--- src/rtl/spi_adc_pkg.sv ---
// Shared types and counter-width helpers for the spi_adc_rx serial ADC receiver.
package spi_adc_pkg;

    typedef enum logic [1:0] {
        IDLE  = 2'd0,
        CONV  = 2'd1,
        QUIET = 2'd2
    } state_t;

    // Width of a counter that holds 0..n-1; never narrower than one bit.
    function automatic int unsigned cnt_w(input int unsigned n);
        return (n <= 1) ? 1 : $clog2(n);
    endfunction

    localparam int unsigned DEF_CLK_DIV    = 2;
    localparam int unsigned DEF_FRAME_BITS = 16;
    localparam int unsigned DEF_DIV_W      = cnt_w(DEF_CLK_DIV);
    localparam int unsigned DEF_BIT_W      = $clog2(DEF_FRAME_BITS + 1);

endpackage

--- src/rtl/spi_adc_sclk_gen.sv ---
// Serial clock generator: divides clk by 2*CLK_DIV while enabled, parks sclk high otherwise.
module spi_adc_sclk_gen
    import spi_adc_pkg::*;
#(
    parameter int unsigned CLK_DIV = 2
) (
    input  logic clk,
    input  logic rst_n,
    input  logic en,
    output logic sclk,
    output logic rise_c
);

    localparam int unsigned DIV_W = cnt_w(CLK_DIV);

    logic [DIV_W-1:0] div_cnt;
    logic             wrap_c;

    assign wrap_c = en && (div_cnt == DIV_W'(CLK_DIV - 1));
    // Asserted on the clk edge that drives sclk from low to high.
    assign rise_c = wrap_c && !sclk;

    always_ff @(posedge clk or negedge rst_n) begin
        if (!rst_n) begin
            div_cnt <= '0;
            sclk    <= 1'b1;
        end else if (!en) begin
            div_cnt <= '0;
            sclk    <= 1'b1;
        end else if (wrap_c) begin
            div_cnt <= '0;
            sclk    <= ~sclk;
        end else begin
            div_cnt <= div_cnt + 1'b1;
        end
    end

endmodule

--- src/rtl/spi_adc_rx.sv ---
// Multi-channel AD7476-class serial ADC receiver with shared ncs/sclk.
// Optional leading-zero frame check enabled by defining SPI_ADC_RX_FRAME_CHECK_EN.
module spi_adc_rx
    import spi_adc_pkg::*;
#(
    parameter int unsigned NCH        = 2,
    parameter int unsigned FRAME_BITS = 16,
    parameter int unsigned DATA_BITS  = 12,
    parameter int unsigned CLK_DIV    = 2,
    parameter int unsigned QUIET_CYC  = 4
) (
    input  logic                     clk,
    input  logic                     rst_n,
    input  logic                     start,
    input  logic [NCH-1:0]           sdata,
    output logic                     sclk,
    output logic                     ncs,
    output logic [NCH*DATA_BITS-1:0] data,
    output logic                     valid,
    output logic                     done,
    output logic                     busy,
    output logic [NCH-1:0]           frame_err
);

    localparam int unsigned BIT_W = $clog2(FRAME_BITS + 1);
    localparam int unsigned Q_W   = cnt_w(QUIET_CYC);
    // Only bits that are published or checked are stored; the newest bit comes straight from sdata.
`ifdef SPI_ADC_RX_FRAME_CHECK_EN
    localparam int unsigned SR_W  = FRAME_BITS - 1;
`else
    localparam int unsigned SR_W  = DATA_BITS - 1;
`endif

    state_t           state, state_next;
    logic [BIT_W-1:0] bit_cnt;
    logic [Q_W-1:0]   q_cnt;
    logic             rise_c;
    logic             last_rise_c;
    logic             quiet_end_c;
    logic             conv_en_c;
    logic [SR_W-1:0]  sr [NCH];

    assign conv_en_c   = (state == CONV);
    assign last_rise_c = rise_c && (bit_cnt == BIT_W'(FRAME_BITS - 1));
    assign quiet_end_c = (q_cnt == Q_W'(QUIET_CYC - 1));

    spi_adc_sclk_gen #(
        .CLK_DIV (CLK_DIV)
    ) u_sclk_gen (
        .clk    (clk),
        .rst_n  (rst_n),
        .en     (conv_en_c),
        .sclk   (sclk),
        .rise_c (rise_c)
    );

    always_ff @(posedge clk or negedge rst_n) begin
        if (!rst_n) state <= IDLE;
        else        state <= state_next;
    end

    always_comb begin
        state_next = state;
        case (state)
            IDLE:    if (start)       state_next = CONV;
            CONV:    if (last_rise_c) state_next = QUIET;
            QUIET:   if (quiet_end_c) state_next = IDLE;
            default:                  state_next = IDLE;
        endcase
    end

    // Bit counter runs only in CONV, quiet counter only in QUIET.
    always_ff @(posedge clk or negedge rst_n) begin
        if (!rst_n) begin
            bit_cnt <= '0;
            q_cnt   <= '0;
        end else begin
            if (state != CONV) bit_cnt <= '0;
            else if (rise_c)   bit_cnt <= bit_cnt + 1'b1;
            if (state != QUIET) q_cnt <= '0;
            else                q_cnt <= q_cnt + 1'b1;
        end
    end

    always_ff @(posedge clk or negedge rst_n) begin
        if (!rst_n) begin
            for (int i = 0; i < NCH; i++) sr[i] <= '0;
        end else if (state == IDLE && start) begin
            for (int i = 0; i < NCH; i++) sr[i] <= '0;
        end else if (rise_c) begin
            for (int i = 0; i < NCH; i++) sr[i] <= {sr[i][SR_W-2:0], sdata[i]};
        end
    end

    // Outputs follow the next state so ncs/done/busy change on the same edge as the FSM.
    always_ff @(posedge clk or negedge rst_n) begin
        if (!rst_n) begin
            ncs   <= 1'b1;
            done  <= 1'b1;
            busy  <= 1'b0;
            valid <= 1'b0;
            data  <= '0;
        end else begin
            ncs   <= (state_next != CONV);
            done  <= (state_next == IDLE);
            busy  <= (state_next != IDLE);
            valid <= last_rise_c;
            if (last_rise_c) begin
                for (int i = 0; i < NCH; i++)
                    data[i*DATA_BITS +: DATA_BITS] <= {sr[i][DATA_BITS-2:0], sdata[i]};
            end
        end
    end

`ifdef SPI_ADC_RX_FRAME_CHECK_EN
    generate
        if (FRAME_BITS > DATA_BITS) begin : g_frame_chk
            always_ff @(posedge clk or negedge rst_n) begin
                if (!rst_n) begin
                    frame_err <= '0;
                end else if (last_rise_c) begin
                    for (int i = 0; i < NCH; i++)
                        frame_err[i] <= |sr[i][SR_W-1:DATA_BITS-1];
                end
            end
        end else begin : g_no_lead
            assign frame_err = '0;
        end
    endgenerate
`else
    assign frame_err = '0;
`endif

endmodule

--- config.mk ---
export PLATFORM = sky130hd
export DESIGN_NAME = spi_adc_rx
export DESIGN_NICKNAME = d
export VERILOG_FILES = /design/src/rtl/spi_adc_pkg.sv /design/src/rtl/spi_adc_sclk_gen.sv /design/src/rtl/spi_adc_rx.sv
export SDC_FILE = /design/constraint.sdc
export NUM_CORES = 1
export LEC_CHECK = 0
export CAP_MARGIN = 5
export CORE_ASPECT_RATIO = 0.8
export CORE_MARGIN = 2
export CORE_UTILIZATION = 45
export DETAILED_ROUTE_END_ITERATION = 12
export PLACE_DENSITY_LB_ADDON = 0.08
export SLEW_MARGIN = 20
export SYNTH_ARGS = -nofsm -noshare
export SYNTH_HDL_FRONTEND = slang
export SYNTH_HIERARCHICAL = 1
export SYNTH_SLANG_ARGS = --single-unit
--- constraint.sdc ---
create_clock -name clk -period 2.5 [get_ports clk]
set_input_delay 0.5 -clock clk [delete_from_list [all_inputs] [get_ports clk]]
set_output_delay 0.5 -clock clk [all_outputs]
set_load 0.02 [all_outputs]
## Word level (Yosys, flattened, before mapping)

Cells that the tools add are included.

- Output and inout port bits: 31
- Flip-flop bits (word level): 61

- Equality and inequality tests: 8
- Reductions and logical operators: 10
- Add/subtract/negate cells: 3
- Bitwise gates (word level): 1
- Mux-type cells: 13

Operators with widths:

| operator | count |
|---|---|
| 22-bit 2-to-1 mux | 2 |
| 5-bit 2-to-1 mux | 2 |
| 2-bit 2-to-1 mux | 4 |
| 2-bit case mux with 3 select lines | 1 |
| 2-bit nonzero test | 3 |
| 5-bit by 1-bit adder with 5-bit output (second input constant) | 1 |
| 5-bit by 4-bit equality test with 1-bit output (second input constant) | 1 |
| 2-bit equality test (second input constant) | 2 |
| 1-bit logical AND | 4 |
| 2-bit zero test | 2 |
| 1-bit 2-to-1 mux | 4 |
| 2-bit by 1-bit inequality test with 1-bit output (second input constant) | 2 |
| 2-bit inequality test (second input constant) | 2 |
| 2-bit by 1-bit adder with 2-bit output (second input constant) | 1 |
| 2-bit by 1-bit equality test with 1-bit output (second input constant) | 1 |
| 1-bit adder (second input constant) | 1 |
| 1-bit zero test | 1 |
| 1-bit NOT | 1 |

## Depth between registers and ports, before layout

Gate-level depths: netlist (run 1).

- Depth after elaboration: 7
- Mapped depth: 7
- Gate-level depth less buffers: 6

## Hierarchy

Netlist (run 1), hierarchy kept.

By module, submodules not included:

| module | seq. area each (sq um) | times used | area each (sq um) | cells an instance |
|---|---|---|---|---|
| spi_adc_rx | 1,478.9 | 1 | 2,399.8 | 170 |
| spi_adc_sclk_gen | 51.3 | 1 | 82.6 | 6 |

## Worst setup path before layout (run 1)

No wires, ideal clock.

- Path kind: flip-flop to flip-flop
- Start: register bit_cnt[0]
- End: register data[0]
- Arrival time: 1,595 ps
- Setup time: 125 ps
- Stages on the path, launching flop included: 7
- Slack: 780 ps
- Data required time: 2,375 ps
- Cell sequence: dfrtp_1 -> ha_1 -> and3_1 -> ha_1 -> nand2_2 -> buf_6 -> mux2_4

- Word-level cells in the longest chain between the ends: 2

RTL lines:

| element | line | text |
|---|---|---|
| start: declaration | spi_adc_rx.sv:35 | `logic [BIT_W-1:0] bit_cnt;` |
| start signal: assignment | spi_adc_rx.sv:79 | `else if (rise_c) bit_cnt <= bit_cnt + 1'b1;` |
| 5-bit by 4-bit equality test with 1-bit output | spi_adc_rx.sv:44 | `assign last_rise_c = rise_c && (bit_cnt == BIT_W'(FRAME_BITS - 1));` |
| 1-bit logical AND | spi_adc_rx.sv:44 |  |
| end signal: indexed assignment | spi_adc_rx.sv:110 | `data[i*DATA_BITS +: DATA_BITS] <= {sr[i][DATA_BITS-2:0], sdata[i]};` |
| end: declaration | spi_adc_rx.sv:18 | `output logic [NCH*DATA_BITS-1:0] data,` |

Every way passes these cells.
A chain may end at the register's enable or synchronous reset.

## Final worst setup path (run 1)

- Start: register state[1]
- End: register data[16]

- Word-level cells in the longest chain between the ends: 4

RTL lines:

| element | line | text |
|---|---|---|
| start: declaration | spi_adc_rx.sv:34 | `state_t state, state_next;` |
| start signal: assignment | spi_adc_rx.sv:59 | `else state <= state_next;` |
| 2-bit by 1-bit equality test with 1-bit output | spi_adc_rx.sv:43 | `assign conv_en_c = (state == CONV);` |
| via conv_en_c | spi_adc_rx.sv:40 | `logic conv_en_c;` |
| 1-bit logical AND | spi_adc_sclk_gen.sv:19 | `assign wrap_c = en && (div_cnt == DIV_W'(CLK_DIV - 1));` |
| 1-bit logical AND | spi_adc_sclk_gen.sv:21 | `assign rise_c = wrap_c && !sclk;` |
| via rise_c | spi_adc_rx.sv:37 | `logic rise_c;` |
| 1-bit logical AND | spi_adc_rx.sv:44 |  |

The timed path passes the listed nets, and every way through them passes these cells.

==> results of run 1 <==
==> registers in the layout, summed over array words and instances, names as in the netlist <==
| register | cells |
|---|---|
| bit_cnt | 5 |
| busy | 1 |
| data | 24 |
| done | 1 |
| ncs | 1 |
| q_cnt | 2 |
| sr | 22 |
| state | 2 |
| u_sclk_gen/div_cnt | 1 |
| u_sclk_gen/sclk | 1 |
| valid | 1 |
==> per-layer routing <==
layer / track usage, % / vias up / part of all wire (%)
met5: 0 / - / 0
li1: - / 680 / -
met1: 20.8 / 717 / 45
met3: 6.74 / 6 / 5.0
met4: 5.21 / 0 / 1.2
met2: 24.0 / 29 / 48
==> stage by stage <==
| step | cells | hold slack, ns | setup slack (ns) | power, mW | util (%) |
|---|---|---|---|---|---|
| final | 286 | 0.144 | 0.473 | 2.61 | 56.6 |
| after global routing | 286 | 0.166 | 0.321 | 2.78 | 56.6 |
| after CTS | 286 | 0.145 | 0.445 | 2.65 | 56.6 |
| after detailed placement | 271 | 0.427 | 0.456 | 1.87 | 53.3 |
| after global placement | 271 | 0.422 | 0.538 | 1.83 | 53.3 |
| after floorplan | 177 | 0.204 | 0.780 | 1.71 | - |
==> power groups by stage <==
stage / registers [mW] / logic [mW] / clock network [mW]
floorplan: 1.33 / 0.384 / 0
CTS: 1.35 / 0.509 / 0.796
detailed placement: 1.36 / 0.509 / 0
finish: 1.34 / 0.499 / 0.768
global route: 1.37 / 0.565 / 0.842
global placement: 1.35 / 0.479 / 0
==> cells by family after synthesis <==
family / after synthesis / share of synthesized area, %
adders and majority gates: 3 / 1.51
xor gates and xnor gates: 2 / 0.706
other: 1 / 0.151
buffers and inverters: 13 / 3.68
and+or+nand+nor: 39 / 7.71
muxes: 48 / 22.1
DFF: 61 / 61.6
AOI/OAI and AO/OA: 9 / 2.52
==> cell type report <==
class	instances	area (um2)
clock buffers	14	173
repair buffers	38	375
well taps	65	81.3
clock inverters	1	5.00
inverters	4	15.0
flip-flops and latches	61	1530
fillers	422	2330
multi-input cells	103	865
==> cells in the final DEF, fill, tap and decap left out, types with 2 or more instances in the layout <==
cell / netlist / final
ha_1: 3 / 3
dfrtp_1: 58 / 58
mux2_2: 7 / 7
inv_1: 3 / 3
nand3b_1: 2 / 2
clkbuf_8: 0 / 12
clkbuf_1: 0 / 2
mux2_4: 10 / 10
xnor2_1: 2 / 2
conb_1: 1 / 2
nand2b_1: 2 / 2
buf_4: 5 / 4
dfstp_2: 3 / 3
nor2_1: 27 / 27
mux2_1: 7 / 7
mux2i_1: 24 / 24
a21oi_1: 2 / 2
clkdlybuf4s50_1: 0 / 32
==> worst max-delay path: cells and delay by family, from the launching register on <==
kind,cells,cell delay (ns)
and+or+nand+nor,3,0.75
DFF,1,0.46
buffers and inverters,2,0.35
muxes,1,0.35
==> final timing paths <==
check | start | endpoint | slack, ns | cells after the start
max | state[1] | data[16] | 0.47 | 6
min | rst_n | data[4] | 0.14 | 1
max reg2reg | state[1] | data[16] | 0.47 | 6
min reg2reg | q_cnt[0] | q_cnt[0] | 0.43 | 1
max in group asynchronous | rst_n | u_sclk_gen/sclk | 1.71 | 2
min in group clk | q_cnt[0] | q_cnt[0] | 0.43 | 1
==> impl_metrics.json, run 1 <==
{
  "place.gp.congestion": 0.724,
  "fin_skew_ns": 0.00470,
  "timing.final.crit_share_pct": 81.1,
  "vdd_drop_max_mv": 0.346,
  "synth_flop_cell": "dfrtp_1",
  "critPathSlowestCell": "dfrtp_1",
  "drt_first_pass_iters": 4,
  "max_stage_delay_ns": 0.46,
  "antenna_found_initial": 0,
  "post_cts_buffers": 0,
  "ioPinCount": 36,
  "p_clk_share_pct": 29.4,
  "ys_types": 33,
  "clock.fmax_mhz": 493,
  "cellPowerDensity_nw_per_um2": 858,
  "drtAntennaViolNets": 0,
  "crit_chain": "nand2b_1 > inv_2 > and3b_2 > nand2_2 > buf_4 > mux2_2",
  "port_buffers": 33,
  "placed_cell_area_um2": 2870,
  "synthTopCellsByArea": "dfrtp_1 (58%), mux2i_1 (9.7%), mux2_4 (6.0%)",
  "track_usage_pct": 16.0,
  "combinationalPowerShare_pct": 19.1,
  "crit_fanout": 11,
  "finalHoldViolCount": 0,
  "root_buffer": "clkbuf_8",
  "finalWirelength_um": 4170,
  "routed_via_density": 5.01,
  "path_clk_slew_ns": 0.06,
  "numCtsBuffers": 9,
  "seq_area_frac_synth_pct": 61.6,
  "ctsLongestPathBuffers": 2,
  "setup.worst_path.start_class": "flop",
  "rsz0062_at_grt": "false",
  "stdcell_area_um2": 3040,
  "min_period_ns": 2.03,
  "worstPathRequired_ns": 2.71,
  "coreArea_um2": 5380,
  "start_util_pct": 46.2,
  "internal_power_mw": 1.87,
  "crit_arrival_ns": 2.24,
  "async_flop_share_pct": 100,
  "crit_type": "reg -> reg",
  "fin_nets": 225,
  "synth_top_area_share_pct": 58.5,
  "synth-edff-count": 0,
  "max_cap_violations": 0,
  "insertedDiodeCount": 0,
  "layout-drive-gt1-share_pct": 20.4,
  "grt_pass1_vias": 1506,
  "end_kind": "flop",
  "syn_inst": 176,
  "area_growth_pct": 22.6,
  "yosys.cell_count.top_type": "dfrtp_1",
  "min_path_type": "in -> async",
  "dp_hpwl_um": 2800,
  "tightest_slew_ns": 0.516,
  "power_frac_seq_pct": 51.4,
  "status": "complete, no violations",
  "route.detailed.drc": 0,
  "die_area_um2": 6130,
  "switchingPower_mw": 0.743,
  "die_w_um": 87.0,
  "synth_seq_cells": 61,
  "final.setup.tns_ns": 0,
  "fp.dieH_um": 70.4,
  "drt_iter0_drc": 34,
  "cts_max_level": 3,
  "grt_pass1_wl_um": 7410,
  "synth_commonest_cells": "dfrtp_1 (58), nor2_1 (27), mux2i_1 (24), mux2_4 (10)",
  "grt_max_degree": 41,
  "clkLatencyLatePin_ns": 0.33,
  "syn_area_um2": 2480,
  "ys_warn_count": 6,
  "swShare_pct": 28.5,
  "overflow": 0,
  "vias": 1432,
  "maxSlewHeadroom_pct": 65.6,
  "setup_viol": 0,
  "num_rows": 24,
  "p_leak_nw": 1.50,
  "cts_resized": 0,
  "synth_top_area_cell": "dfrtp_1",
  "postCtsHoldBufs": 0,
  "drt-wirelength-per-cell_um": 14.6,
  "cts_tree": "yes",
  "slew_viol_final": 0,
  "cts_sinks": 61,
  "syn_avg_cell_area_um2": 14.1
}
Note: power is estimated with default switching activity, not from simulation.
==> run 2, diff against run 1 <==
==> constraint.sdc (replaced) <==
create_clock -name clk -period 2.11 [get_ports clk]
set_input_delay 0.422 -clock clk [delete_from_list [all_inputs] [get_ports clk]]
set_output_delay 0.422 -clock clk [all_outputs]
set_load 0.02 [all_outputs]
==> impl_metrics.json, run 2 (same netlist as run 1, synthesis figures left out) <==
{
  "root_buffer": "clkbuf_8",
  "die_w_um": 87.0,
  "cts_sinks": 61,
  "numCtsBuffers": 9,
  "clock.fmax_mhz": 524,
  "tightest_slew_ns": 0.548,
  "end_kind": "output port",
  "reg2reg_depth": 7,
  "place.gp.congestion": 0.782,
  "drt_first_pass_iters": 4,
  "setup.worst_path.start_class": "flop",
  "coreArea_um2": 5380,
  "final.setup.tns_ns": 0,
  "postCtsHoldBufs": 0,
  "clkLatencyLatePin_ns": 0.33,
  "vdd_drop_max_mv": 0.448,
  "track_usage_pct": 16.4,
  "antenna_found_initial": 0,
  "r2r-end": "data[11]",
  "cts_resized": 0,
  "drtAntennaViolNets": 0,
  "slew_viol_final": 0,
  "timing.final.crit_share_pct": 90.4,
  "vias": 1447,
  "fp.dieH_um": 70.4,
  "grt_max_degree": 40,
  "crit_buf_inv": 1,
  "path_clk_slew_ns": 0.06,
  "grt_pass1_wl_um": 7600,
  "worstPathRequired_ns": 1.69,
  "max_cap_violations": 0,
  "final_cell_mix": "dfrtp_1 (58), clkdlybuf4s50_1 (32), nor2_1 (27)",
  "crit_chain": "clkdlybuf4s50_1",
  "area_growth_pct": 24.0,
  "min_period_ns": 1.91,
  "route.detailed.drc": 0,
  "p_leak_nw": 1.52,
  "crit_fanout": 3,
  "largest_reg_flops": 24,
  "ctsLongestPathBuffers": 2,
  "final_common_cell": "dfrtp_1",
  "maxSlewHeadroom_pct": 63.5,
  "ioPinCount": 36,
  "drt-wirelength-per-cell_um": 14.5,
  "num_rows": 24,
  "min_path_type": "in -> async",
  "dp_hpwl_um": 2740,
  "finalHoldViolCount": 0,
  "start_util_pct": 46.2,
  "drt_iter0_drc": 30,
  "grt_pass1_vias": 1605,
  "routed_via_density": 5.02,
  "crit_arrival_ns": 1.48,
  "fin_cells": 288,
  "layout-drive-gt1-share_pct": 21.1,
  "dp.cells": 272,
  "setup_viol": 0,
  "post_cts_buffers": 0,
  "max_stage_delay_ns": 0.62,
  "die_area_um2": 6130,
  "nFillCells": 429,
  "fin_skew_ns": 0.00698,
  "rr_startpoint": "state[1]",
  "rsz0062_at_grt": "false",
  "cts_tree": "yes",
  "cts_max_level": 3,
  "critPathSlowestCell": "clkdlybuf4s50_1",
  "cellPowerDensity_nw_per_um2": 1030,
  "port_buffers": 33,
  "top_regs": "data (24), sr (22), bit_cnt (5)",
  "overflow": 0,
  "reg2reg_setup_slack_ns": 0.23,
  "crit_type": "reg -> out",
  "finalWirelength_um": 4170,
  "cp_top_family": "buffers and inverters",
  "top_register": "data",
  "insertedDiodeCount": 0,
  "status": "complete, no violations",
  "fin_nets": 226
}
## run 2: cell types whose count changed in the layout (fill, tap and decap cells not counted), sizes merged
| cell | before | now |
|---|---|---|
| buf | 6 | 7 |
| bufinv | 0 | 1 |
| clkbuf | 14 | 12 |
| clkinv | 1 | 2 |
| clkinvlp | 0 | 1 |
## run 2: metal layers
layer	up-vias	wire length (um)	global-route usage, %
li1	685	-	-
met1	725	1930	20.0
met2	32	2020	26.2
met3	5	193	6.15
met4	0	35	6.77
met5	-	0	0
## run 2: final cells by class
type / count / area (um2) / share of cell area, %
well taps: 65 / 81.3 / 2.64
multi-input cells: 103 / 865 / 28.1
inverters: 4 / 15.0 / 0.488
repair buffers: 39 / 395 / 12.8
clock inverters: 4 / 47.5 / 1.54
flip-flops and latches: 61 / 1530 / 49.7
clock buffers: 12 / 145 / 4.71
## run 2: where the power goes
group	internal (mW)	switching, mW
Sequential	1.41	0.179
Combinational	0.292	0.304
Clock	0.574	0.415
Total	2.28	0.899
## run 2: worst max path at each step
| stage | start | end | cells past startpoint |
|---|---|---|---|
| final | u_sclk_gen/sclk | sclk | 1 |
| after global routing | state[1] | data[11] | 7 |
| after CTS | u_sclk_gen/sclk | sclk | 1 |
| after detailed placement | state[1] | data[11] | 7 |
| after global placement | state[1] | data[11] | 7 |
| after floorplan | bit_cnt[0] | data[0] | 6 |
## run 2: per-stage QoR
step | instance area [um2] | setup WS (ns) | util [%] | hold slack (ns) | power (mW)
6_report | 3080 | 0.203 | 57.3 | 0.0786 | 3.18
5_1_grt | 3080 | 0.109 | 57.3 | 0.111 | 3.39
4_1_cts | 3080 | 0.178 | 57.3 | 0.0793 | 3.23
3_5_place_dp | 2890 | 0.226 | 53.7 | 0.438 | 2.22
3_3_place_gp | 2890 | 0.313 | 53.7 | 0.421 | 2.18
2_1_floorplan | 2490 | 0.390 | - | 0.126 | 2.03
